## src/rtl/n64_response_assembler.sv

```systemverilog
// N64 controller response assembler: collects MSB-first data bits plus a stop bit into a frame word.
// Optional gap timeout is compiled in with `define N64_ASM_TIMEOUT_EN.
module n64_response_assembler #(
   parameter int FRAME_BITS     = 32,
   parameter int TIMEOUT_CYCLES = 2000
) (
   input  logic                  PCLK,
   input  logic                  PRESET,
   input  logic                  read_data_bit,
   input  logic                  read_bit_data_valid,
   input  logic                  frame_ack,
   output logic [FRAME_BITS-1:0] frame_data,
   output logic                  frame_valid,
   output logic                  frame_err,
   output logic                  timeout_err,
   output logic                  overrun,
   output logic                  busy,
   output logic [5:0]            bit_count
);

   typedef enum logic [1:0] {IDLE, SHIFT, STOP} state_t;

   state_t                r_state;
   logic [FRAME_BITS-1:0] r_shift;
   logic [FRAME_BITS-1:0] r_frame_data;
   logic                  r_frame_valid;
   logic                  r_frame_err;
   logic                  r_overrun;
   logic                  r_busy;
   logic [5:0]            r_bit_count;

   assign frame_data  = r_frame_data;
   assign frame_valid = r_frame_valid;
   assign frame_err   = r_frame_err;
   assign overrun     = r_overrun;
   assign busy        = r_busy;
   assign bit_count   = r_bit_count;

`ifdef N64_ASM_TIMEOUT_EN
   localparam int GAP_W = $clog2(TIMEOUT_CYCLES + 1);
   logic [GAP_W-1:0] r_gap;
   logic             r_timeout_err;
   assign timeout_err = r_timeout_err;
`else
   assign timeout_err = 1'b0;
`endif

   always_ff @(posedge PCLK) begin
      if (PRESET) begin
         r_state       <= IDLE;
         r_shift       <= '0;
         r_frame_data  <= '0;
         r_frame_valid <= 1'b0;
         r_frame_err   <= 1'b0;
         r_overrun     <= 1'b0;
         r_busy        <= 1'b0;
         r_bit_count   <= '0;
`ifdef N64_ASM_TIMEOUT_EN
         r_gap         <= '0;
         r_timeout_err <= 1'b0;
`endif
      end else begin
         // Ack clears first; a completion later in this block overrides it.
         if (frame_ack) begin
            r_frame_valid <= 1'b0;
            r_frame_err   <= 1'b0;
            r_overrun     <= 1'b0;
`ifdef N64_ASM_TIMEOUT_EN
            r_timeout_err <= 1'b0;
`endif
         end

`ifdef N64_ASM_TIMEOUT_EN
         if (read_bit_data_valid) begin
            r_gap <= '0;
         end else if (r_state != IDLE) begin
            if (r_gap == GAP_W'(TIMEOUT_CYCLES - 1)) begin
               r_timeout_err <= 1'b1;
               r_state       <= IDLE;
               r_busy        <= 1'b0;
               r_gap         <= '0;
            end else begin
               r_gap <= r_gap + 1'b1;
            end
         end
`endif

         if (read_bit_data_valid) begin
            case (r_state)
               IDLE: begin
                  r_shift     <= {{(FRAME_BITS-1){1'b0}}, read_data_bit};
                  r_bit_count <= 6'd1;
                  r_busy      <= 1'b1;
                  r_state     <= SHIFT;
               end
               SHIFT: begin
                  r_shift     <= {r_shift[FRAME_BITS-2:0], read_data_bit};
                  r_bit_count <= r_bit_count + 6'd1;
                  if (r_bit_count == 6'(FRAME_BITS - 1))
                     r_state <= STOP;
               end
               STOP: begin
                  r_state <= IDLE;
                  r_busy  <= 1'b0;
                  if (!r_frame_valid || frame_ack) begin
                     r_frame_data  <= r_shift;
                     r_frame_valid <= 1'b1;
                  end else begin
                     r_overrun <= 1'b1;
                  end
                  if (!read_data_bit)
                     r_frame_err <= 1'b1;
               end
               default: r_state <= IDLE;
            endcase
         end
      end
   end

endmodule

```

## config.mk

```make
export PLATFORM = sky130hd
export DESIGN_NAME = n64_response_assembler
export DESIGN_NICKNAME = d
export VERILOG_FILES = /design/src/rtl/n64_response_assembler.sv
export SDC_FILE = /design/constraint.sdc
export NUM_CORES = 1
export LEC_CHECK = 0
export ABC_AREA = 1
export CAP_MARGIN = 20
export CORE_AREA = 5 5 101 65
export DETAILED_ROUTE_END_ITERATION = 16
export DIE_AREA = 0 0 106 70
export HOLD_SLACK_MARGIN = 0.06
export PLACE_DENSITY = 0.87
export SLEW_MARGIN = 20
export SYNTH_ARGS = -nofsm -noshare
export SYNTH_HDL_FRONTEND = slang
export SYNTH_SLANG_ARGS = --single-unit
```

## constraint.sdc

```tcl
create_clock -name PCLK -period 3 [get_ports PCLK]
set_input_delay 0.75 -clock PCLK [delete_from_list [all_inputs] [get_ports PCLK]]
set_output_delay 0.75 -clock PCLK [all_outputs]
set_load 0.02 [all_outputs]
```

==> impl_metrics.py, run 1 <==
metrics = {
    "outcome": {
        "status": "finished, final reports clean",
    },
    "yosys": {
        "ys_ff_latch": 76,
        "syn-num-nets": 402,
        "synth-simple-area-share_pct": 33.40,
        "yosysTopAreaCell": "dfxtp_1",
        "synth_ff_type": "dfxtp_1",
        "syn_area_per_cell_um2": 7.776,
        "yosysMostFrequentCell": "nand2_1",
        "synth_area_um2": 3079,
        "synth_top_family_by_area": "simple AND/OR/NAND/NOR gates",
        "yosys_warnings": 0,
        "synth_edf_count": 0,
        "synth_mux_area_share_pct": 0,
        "synthCells": 396,
        "yosys-top-cells-area": "dfxtp_1 (49%), nand2_1 (14%), nor2_1 (8.7%)",
        "synth_compound_area_share_pct": 7.924,
        "synth_xor_xnor_area_share_pct": 0,
        "async_flop_share_pct": 0,
        "synth_common_cells": "nand2_1 (114), dfxtp_1 (76), nor2_1 (71), a21oi_1 (38), nand3b_1 (32)",
        "synthAdderAreaFrac_pct": 0.4063,
        "yosysTopAreaCellShare_pct": 49.41,
        "synth_cell_type_count": 23,
        "synth_seq_area_share_pct": 49.41,
    },
    "routing": {
        "vias": 2606,
        "drc_errors": 0,
        "drtPass1Iterations": 6,
        "drt_iter0_drc": 201,
        "wl_per_cell_um": 12.65,
        "ant_nets": 0,
        "routed_via_density": 5.110,
        "routed_wl_mm": 6.452,
    },
    "placement": {
        "dp.cells": 495,
        "gp_congestion": 0.8031,
        "placed_area_um2": 3492,
        "place_ws_ns": 0.5530,
        "io_buffers": 46,
        "dp_hpwl_mm": 4.237,
    },
    "critical_path": {
        "cp_top_family": "buffers and inverters",
        "required_ns": 2.25,
        "path_cells": "clkdlybuf4s50_1",
        "crit_path_top_delay_cell": "clkdlybuf4s50_1",
        "crit_fanout": 4,
        "setup.worst_path.start_class": "flip-flop",
        "path_class": "reg -> out",
        "endpoint_kind": "output pin",
        "crit_path_max_incr_delay_ns": 0.64,
        "arrival_ns": 1.41,
        "critPathBufInv": 1,
    },
    "timing": {
        "max_freq_ghz": 0.4637,
        "finalCritPeriodShare_pct": 71.88,
        "rsz0062_at_grt": "false",
        "final.setup.tns_ns": 0,
        "finalCriticalPeriod_ns": 2.156,
        "final_hold_viol_count": 0,
        "drv_slew": 0,
        "skew_ns": 0.009669,
        "finalWorstSetupSlack_ns": 0.8435,
        "finalSetupViolCount": 0,
    },
    "clocking": {
        "cts_hold_buffers": 0,
        "clockBufferDepth": 2,
        "tritoncts": "built",
        "cts_root_buf": "clkbuf_8",
        "clock-sinks": 76,
        "cts_buffers": 9,
        "cts_setup_buffers": 0,
        "insertion_delay_ns": 0.35,
        "cts_resized": 0,
        "clkTransAtPathRegs_ns": 0.07,
        "htree_num_levels": 3,
    },
    "global_routing": {
        "grt_max_degree": 36,
        "grt_pass1_vias": 2417,
        "grt_pass1_wl_mm": 10.93,
        "grt_overflow": 0,
        "track_usage_pct": 18.21,
        "antenna_found_initial": 0,
    },
    "floorplanning": {
        "die_h_um": 70,
        "io_pins": 48,
        "die_area_um2": 7420,
        "die_w_um": 106,
        "fp-row-count": 21,
        "core-area_um2": 5465,
        "initial_utilization_pct": 56.34,
    },
    "final_layout": {
        "layout.nets": 443,
        "num_antenna_cells": 0,
        "nFillCells": 472,
        "drive_gt1_share_pct": 7.256,
        "final_cells": 510,
        "area_delta_synth_final_pct": 18.89,
        "final_area_um2": 3661,
    },
    "power_and_ir_drop": {
        "p_leak_nw": 1.368,
        "p_total_mw": 1.957,
        "p_per_area_nw_per_um2": 534.6,
        "ir_drop_mv": 0.3912,
    },
    "job": {
        "drv_cap": 0,
    },
    "min_path": {
        "hp-class": "reg -> reg",
    },
}
==> metrics by stage <==
| stage | hold WS, ns | util (%) |
|---|---|---|
| detailed placement | 0.4380 | 63.90 |
| floorplan | 0.4382 | - |
| global placement | 0.4411 | 63.90 |
| global route | 0.4807 | 66.99 |
| CTS | 0.4493 | 66.99 |
| finish | 0.4498 | 66.99 |
==> per-layer routing <==
| layer | share of wire (%) | wire (um) | GRT usage, % | vias up |
|---|---|---|---|---|
| met5 | 0 | 0 | 0 | - |
| met4 | 1.3 | 81 | 5.603 | 0 |
| met3 | 7.3 | 469 | 7.827 | 10 |
| met2 | 48 | 3069 | 29.66 | 95 |
| met1 | 44 | 2831 | 21.88 | 1178 |
| li1 | - | - | - | 1323 |
==> final timing paths <==
check	startpoint	end	slack [ns]	cells after the start
worst max-delay path	frame_valid$_SDFF_PP0_	frame_valid	0.84	1
worst min register to register	overrun$_SDFF_PP0_	overrun$_SDFF_PP0_	0.45	2
worst min-delay path	overrun$_SDFF_PP0_	overrun$_SDFF_PP0_	0.45	2
worst max register to register	r_state[1]$_SDFFE_PP0P_	r_shift[1]$_SDFFE_PP0P_	1.45	5
==> power breakdown <==
| part | leakage, nW | switching, mW | internal (mW) | total (mW) |
|---|---|---|---|---|
| clock | 0.0893 | 0.344 | 0.339 | 0.683 |
| sequential | 0.615 | 0.0178 | 1.04 | 1.05 |
| combinational | 0.663 | 0.135 | 0.0856 | 0.220 |
| total | 1.37 | 0.496 | 1.46 | 1.96 |
==> registers in the layout, indices dropped and copies added (netlist names) <==
name         flops
busy             1
r_shift         32
frame_valid      1
frame_err        1
bit_count        6
frame_data      32
overrun          1
r_state          2
==> kinds of logic (layout without fill, tap and decap cells) <==
group,Yosys count,after routing
DFF,76,76
adders and majority gates,1,1
and+or+nand+nor,229,229
AOI/OAI and AO/OA,46,46
other,1,1
buffers and inverters,43,88
==> layout by cell type, fill, tap and decap left out, types with 2 or more instances in the layout <==
cell,count
dfxtp_1,76
inv_2,4
nor2_1,71
buf_4,9
clkdlybuf4s50_1,46
nand2_1,114
clkbuf_8,11
a21oi_1,38
nand3_1,5
nand3b_1,32
nor2_2,2
o21ai_0,6
clkbuf_1,2
nor3_1,2
clkinv_2,2
inv_1,13
==> worst register-to-register path, delay by kind of cell, from the launching register on <==
kind	cells	cell delay, ns
AO/OA/AOI/OAI	1	0.18
buffers and inverters	2	0.47
flip-flops	1	0.47
AND/OR/NAND/NOR	2	0.36
==> cell type report <==
class                      instances  area (um2)  share of cell area [%]
sequential                        76        1521                   41.56
tap                               69       86.33                   2.358
multi-input combinational        277        1289                   35.20
clock inverter                     2       10.01                  0.2734
inverter                          18       67.56                   1.846
timing repair buffer              55       528.0                   14.42
clock buffer                      13       158.9                   4.340
Power figures use the tool's default switching activity.
==> run 2: changes to the inputs <==
Settings changed: CORE_AREA 5 5 101 65 to 5 5 110 71, DIE_AREA 0 0 106 70 to 0 0 115 76, PLACE_DENSITY 0.87 to 0.77.
Clock period 3 ns to 1.9 ns, I/O delays scaled along.
==> run 2 against run 1 <==
Utilization decreased by 10 points. Design area grew 6.3%. Largest cell class unchanged. Flip-flop and latch count unchanged. Critical endpoint is now bit_count[1]. Routed wire length fell by 2.2%. Register-to-register slack got worse by 0.97 ns. Clock power is 140% higher.
==> impl_metrics.py, run 2 (synthesis results as in run 1) <==
metrics = {
    "placement": {
        "placed_area_um2": 3622,
        "gp_congestion": 0.7853,
        "io_buffers": 46,
        "place_ws_ns": -0.008130,
        "dp.cells": 524,
        "dp_hpwl_mm": 4.328,
    },
    "timing": {
        "finalSetupViolCount": 0,
        "whs_ns": 0.4654,
        "finalCriticalPeriod_ns": 1.829,
        "final.setup.tns_ns": 0,
        "rsz0062_at_grt": "false",
        "skew_ns": 0.008673,
        "final_hold_viol_count": 0,
        "finalCritPeriodShare_pct": 96.26,
        "max_freq_ghz": 0.5468,
        "finalWorstSetupSlack_ns": 0.07104,
        "drv_slew": 0,
    },
    "routing": {
        "routed_via_density": 4.770,
        "drtPass1Iterations": 5,
        "routed_wl_mm": 6.310,
        "vias": 2576,
        "drt_iter0_drc": 143,
        "drc_errors": 0,
        "wl_per_cell_um": 11.69,
        "ant_nets": 0,
    },
    "floorplanning": {
        "die_h_um": 76,
        "initial_utilization_pct": 44.97,
        "die_w_um": 115,
        "io_pins": 48,
        "core-area_um2": 6847,
        "die_area_um2": 8740,
        "fp-row-count": 24,
    },
    "global_routing": {
        "track_usage_pct": 15.13,
        "antenna_found_initial": 0,
        "grt_pass1_vias": 2426,
        "grt_pass1_wl_mm": 10.81,
        "grt_max_degree": 33,
        "grt_overflow": 0,
    },
    "clocking": {
        "clockBufferDepth": 2,
        "clkTransAtPathRegs_ns": 0.07,
        "tritoncts": "built",
        "clock-sinks": 76,
        "cts_hold_buffers": 0,
        "insertion_delay_ns": 0.35,
        "cts_root_buf": "clkbuf_8",
        "htree_num_levels": 3,
        "cts_buffers": 9,
        "cts_setup_buffers": 0,
    },
    "final_layout": {
        "layout.nets": 450,
        "final_util_pct": 56.85,
        "num_antenna_cells": 0,
        "nFillCells": 661,
        "final_area_um2": 3892,
        "area_delta_synth_final_pct": 26.41,
        "layout_common_cells": "nand2_1 (114), dfxtp_1 (76), nor2_1 (71)",
        "layout_commonest_cell": "nand2_1",
        "final_cells": 540,
        "drive_gt1_share_pct": 8.909,
    },
    "critical_path": {
        "setup.worst_path.start_class": "flip-flop",
        "r2r_slack_ns": 0.48,
        "required_ns": 1.42,
        "crit_fanout": 4,
        "path_cells": "clkdlybuf4s50_1",
        "crit_path_top_delay_cell": "clkdlybuf4s50_1",
        "path_class": "reg -> out",
        "critPathBufInv": 1,
        "arrival_ns": 1.35,
        "crit_path_max_incr_delay_ns": 0.63,
        "endpoint_kind": "output pin",
        "cp_top_family": "buffers and inverters",
    },
    "power_and_ir_drop": {
        "p_per_area_nw_per_um2": 937.2,
        "p_total_mw": 3.648,
        "p_leak_nw": 1.487,
        "ir_drop_mv": 0.4627,
    },
    "min_path": {
        "hp-class": "reg -> reg",
    },
    "outcome": {
        "status": "finished, final reports clean",
    },
    "job": {
        "drv_cap": 0,
    },
}
==> run 2: changes by cell type in the layout (fill, tap and decap cells not counted) <==
cell             previous run  this run
buf_12                      0         4
bufinv_16                   0         4
buf_4                       9        12
clkdlybuf4s50_1            46        44
clkinv_2                    2         0
dlymetal6s2s_1              0         2
clkbuf_8                   11        10
==> run 2: routing by layer <==
metal / part of all wire [%] / track usage [%] / up-vias
met1: 47 / 19.22 / 1168
met5: 0 / 0 / -
met2: 46 / 24.19 / 58
met4: 1.3 / 4.924 / 0
met3: 5.4 / 5.000 / 10
li1: - / - / 1340
==> run 2: repair_timing <==
| action | 4_1_cts | 5_1_grt |
|---|---|---|
| setup endpoints to repair | 0 | 2 |
| resized for setup | 0 | 2 |
| endpoints found under the hold margin | 0 | 0 |
==> run 2: tightest hold or removal path, stage by stage, from the launching register on <==
cell     delay [ns]
dfxtp_1        0.31
inv_1          0.05
a21oi_1        0.06
==> run 2: worst paths after layout <==
| check | cells after the start | startpoint | to |
|---|---|---|---|
| max | 1 | bit_count[1]$_SDFFE_PP0P_ | bit_count[1] |
| min reg2reg | 2 | overrun$_SDFF_PP0_ | overrun$_SDFF_PP0_ |
| min | 2 | overrun$_SDFF_PP0_ | overrun$_SDFF_PP0_ |
| max reg2reg | 5 | r_state[1]$_SDFFE_PP0P_ | r_shift[28]$_SDFFE_PP0P_ |
==> run 2: area by class of cell <==
| cell class | count | area, um2 | share of cell area (%) |
|---|---|---|---|
| Sequential cell | 76 | 1521 | 39.09 |
| Multi-Input combinational cell | 277 | 1289 | 33.11 |
| Timing Repair Buffer | 62 | 635.6 | 16.33 |
| Clock buffer | 12 | 145.1 | 3.729 |
| Clock inverter | 4 | 120.1 | 3.086 |
| Tap cell | 91 | 113.9 | 2.925 |
| Inverter | 18 | 67.56 | 1.736 |
==> run 2: power breakdown <==
part	total (mW)	leakage [nW]	internal [mW]	switching (mW)
Clock	1.62	0.131	1.04	0.573
Sequential	1.66	0.615	1.64	0.0280
Combinational	0.368	0.741	0.154	0.215
==> run 3: changes to the inputs <==
Settings changed: RECOVER_POWER set to 100.
==> run 3 against run 2 <==
Largest power group unchanged. Largest cell class unchanged. Flip-flop and latch count did not move. Routed wire length rose by 0.59%. Design area fell by 1.6%. Via count fell by 0.39%. Register-to-register slack got worse by 0.02 ns.
==> impl_metrics.py, run 3 (synthesis results as in run 1) <==
metrics = {
    "final_layout": {
        "drive_gt1_share_pct": 7.795,
        "layout.nets": 450,
        "layout_commonest_cell": "nand2_1",
        "num_antenna_cells": 0,
        "layout_common_cells": "nand2_1 (114), dfxtp_1 (76), nor2_1 (71)",
        "area_delta_synth_final_pct": 24.34,
        "final_area_um2": 3829,
        "final_cells": 540,
    },
    "routing": {
        "routed_wl_mm": 6.347,
        "ant_nets": 0,
        "routed_via_density": 4.752,
        "drc_errors": 0,
        "wl_per_cell_um": 11.75,
        "vias": 2566,
        "drt_iter0_drc": 132,
        "drtPass1Iterations": 5,
    },
    "critical_path": {
        "critPathBufInv": 1,
        "reg2reg_depth": 6,
        "crit_path_top_delay_cell": "clkdlybuf4s50_1",
        "rr_endpoint": "frame_data[8]$_SDFFE_PP0P_",
        "required_ns": 1.42,
        "r2r_slack_ns": 0.46,
        "path_class": "reg -> out",
        "r2r_start": "r_state[1]$_SDFFE_PP0P_",
        "crit_fanout": 4,
        "cp_top_family": "buffers and inverters",
        "endpoint_kind": "output pin",
        "arrival_ns": 1.36,
        "setup.worst_path.start_class": "flip-flop",
        "path_cells": "clkdlybuf4s50_1",
        "crit_path_max_incr_delay_ns": 0.63,
    },
    "clocking": {
        "cts_buffers": 9,
        "clkTransAtPathRegs_ns": 0.07,
        "htree_num_levels": 3,
        "cts_hold_buffers": 0,
        "insertion_delay_ns": 0.35,
        "cts_setup_buffers": 0,
        "cts_root_buf": "clkbuf_8",
        "clock-sinks": 76,
        "clockBufferDepth": 2,
        "tritoncts": "built",
        "cts_resized": 0,
    },
    "placement": {
        "placed_area_um2": 3622,
        "dp.cells": 524,
        "dp_hpwl_mm": 4.328,
        "gp_congestion": 0.7853,
        "io_buffers": 46,
    },
    "timing": {
        "rsz0062_at_grt": "false",
        "max_freq_ghz": 0.5450,
        "finalCritPeriodShare_pct": 96.58,
        "finalCriticalPeriod_ns": 1.835,
        "final.setup.tns_ns": 0,
        "drv_slew": 0,
        "skew_ns": 0.008035,
        "final_hold_viol_count": 0,
        "finalSetupViolCount": 0,
    },
    "outcome": {
        "status": "finished, final reports clean",
    },
    "floorplanning": {
        "die_h_um": 76,
        "fp-row-count": 24,
        "core-area_um2": 6847,
        "initial_utilization_pct": 44.97,
        "io_pins": 48,
        "die_area_um2": 8740,
        "die_w_um": 115,
    },
    "global_routing": {
        "grt_pass1_wl_mm": 10.81,
        "grt_overflow": 0,
        "grt_max_degree": 33,
        "grt_pass1_vias": 2426,
        "antenna_found_initial": 0,
        "track_usage_pct": 15.13,
    },
    "power_and_ir_drop": {
        "p_total_mw": 3.634,
        "p_leak_nw": 1.490,
        "p_per_area_nw_per_um2": 949.1,
        "ir_drop_mv": 0.4633,
    },
    "min_path": {
        "hold_depth": 2,
        "min_delay_worst_endpoint": "overrun$_SDFF_PP0_",
        "hold_start": "overrun$_SDFF_PP0_",
        "hp-class": "reg -> reg",
    },
    "job": {
        "drv_cap": 0,
    },
}
-- run 3: metrics by stage --
step	setup slack, ns	utilization, %	hold WS [ns]
CTS	0.01668	56.78	0.4652
detailed placement	-0.008130	52.91	0.4528
global route	0.01993	55.92	0.4852
floorplan	0.6058	-	0.4382
finish	0.06503	55.92	0.4636
global placement	0.06170	52.91	0.4444
-- run 3: area by class of cell --
| class | count | area [um2] |
|---|---|---|
| Sequential cell | 76 | 1521 |
| Tap cell | 91 | 113.9 |
| Fill cell | 670 | 3018 |
| Clock inverter | 4 | 120.1 |
| Inverter | 18 | 67.56 |
| Multi-Input combinational cell | 277 | 1269 |
| Clock buffer | 12 | 145.1 |
| Timing Repair Buffer | 62 | 591.8 |
-- run 3: how the worst max path moves through the flow --
stage | start | end | slack (ns) | cells past startpoint
2_1_floorplan | bit_count[0]$_SDFFE_PP0P_ | r_state[0]$_SDFFE_PP0P_ | 0.61 | 6
3_3_place_gp | read_bit_data_valid | r_shift[9]$_SDFFE_PP0P_ | 0.06 | 5
3_5_place_dp | read_bit_data_valid | r_shift[28]$_SDFFE_PP0P_ | -0.008 | 5
4_1_cts | bit_count[0]$_SDFFE_PP0P_ | bit_count[0] | 0.02 | 1
5_1_grt | bit_count[3]$_SDFFE_PP0P_ | bit_count[3] | 0.02 | 1
6_report | bit_count[1]$_SDFFE_PP0P_ | bit_count[1] | 0.07 | 1
-- run 3: routing by layer --
layer / share of wire [%] / vias to the layer above / global-route usage [%] / routed length (um)
li1: - / 1340 / - / -
met1: 48 / 1164 / 19.22 / 3046
met2: 46 / 55 / 24.19 / 2890
met3: 5.6 / 7 / 5.000 / 358
met4: 0.80 / 0 / 4.924 / 51
met5: 0 / - / 0 / 0
-- run 3: power breakdown --
group / switching, mW / internal (mW) / total [mW]
registers: 0.0265 / 1.64 / 1.66
clock network: 0.580 / 1.04 / 1.62
logic: 0.212 / 0.137 / 0.350
total: 0.818 / 2.82 / 3.63
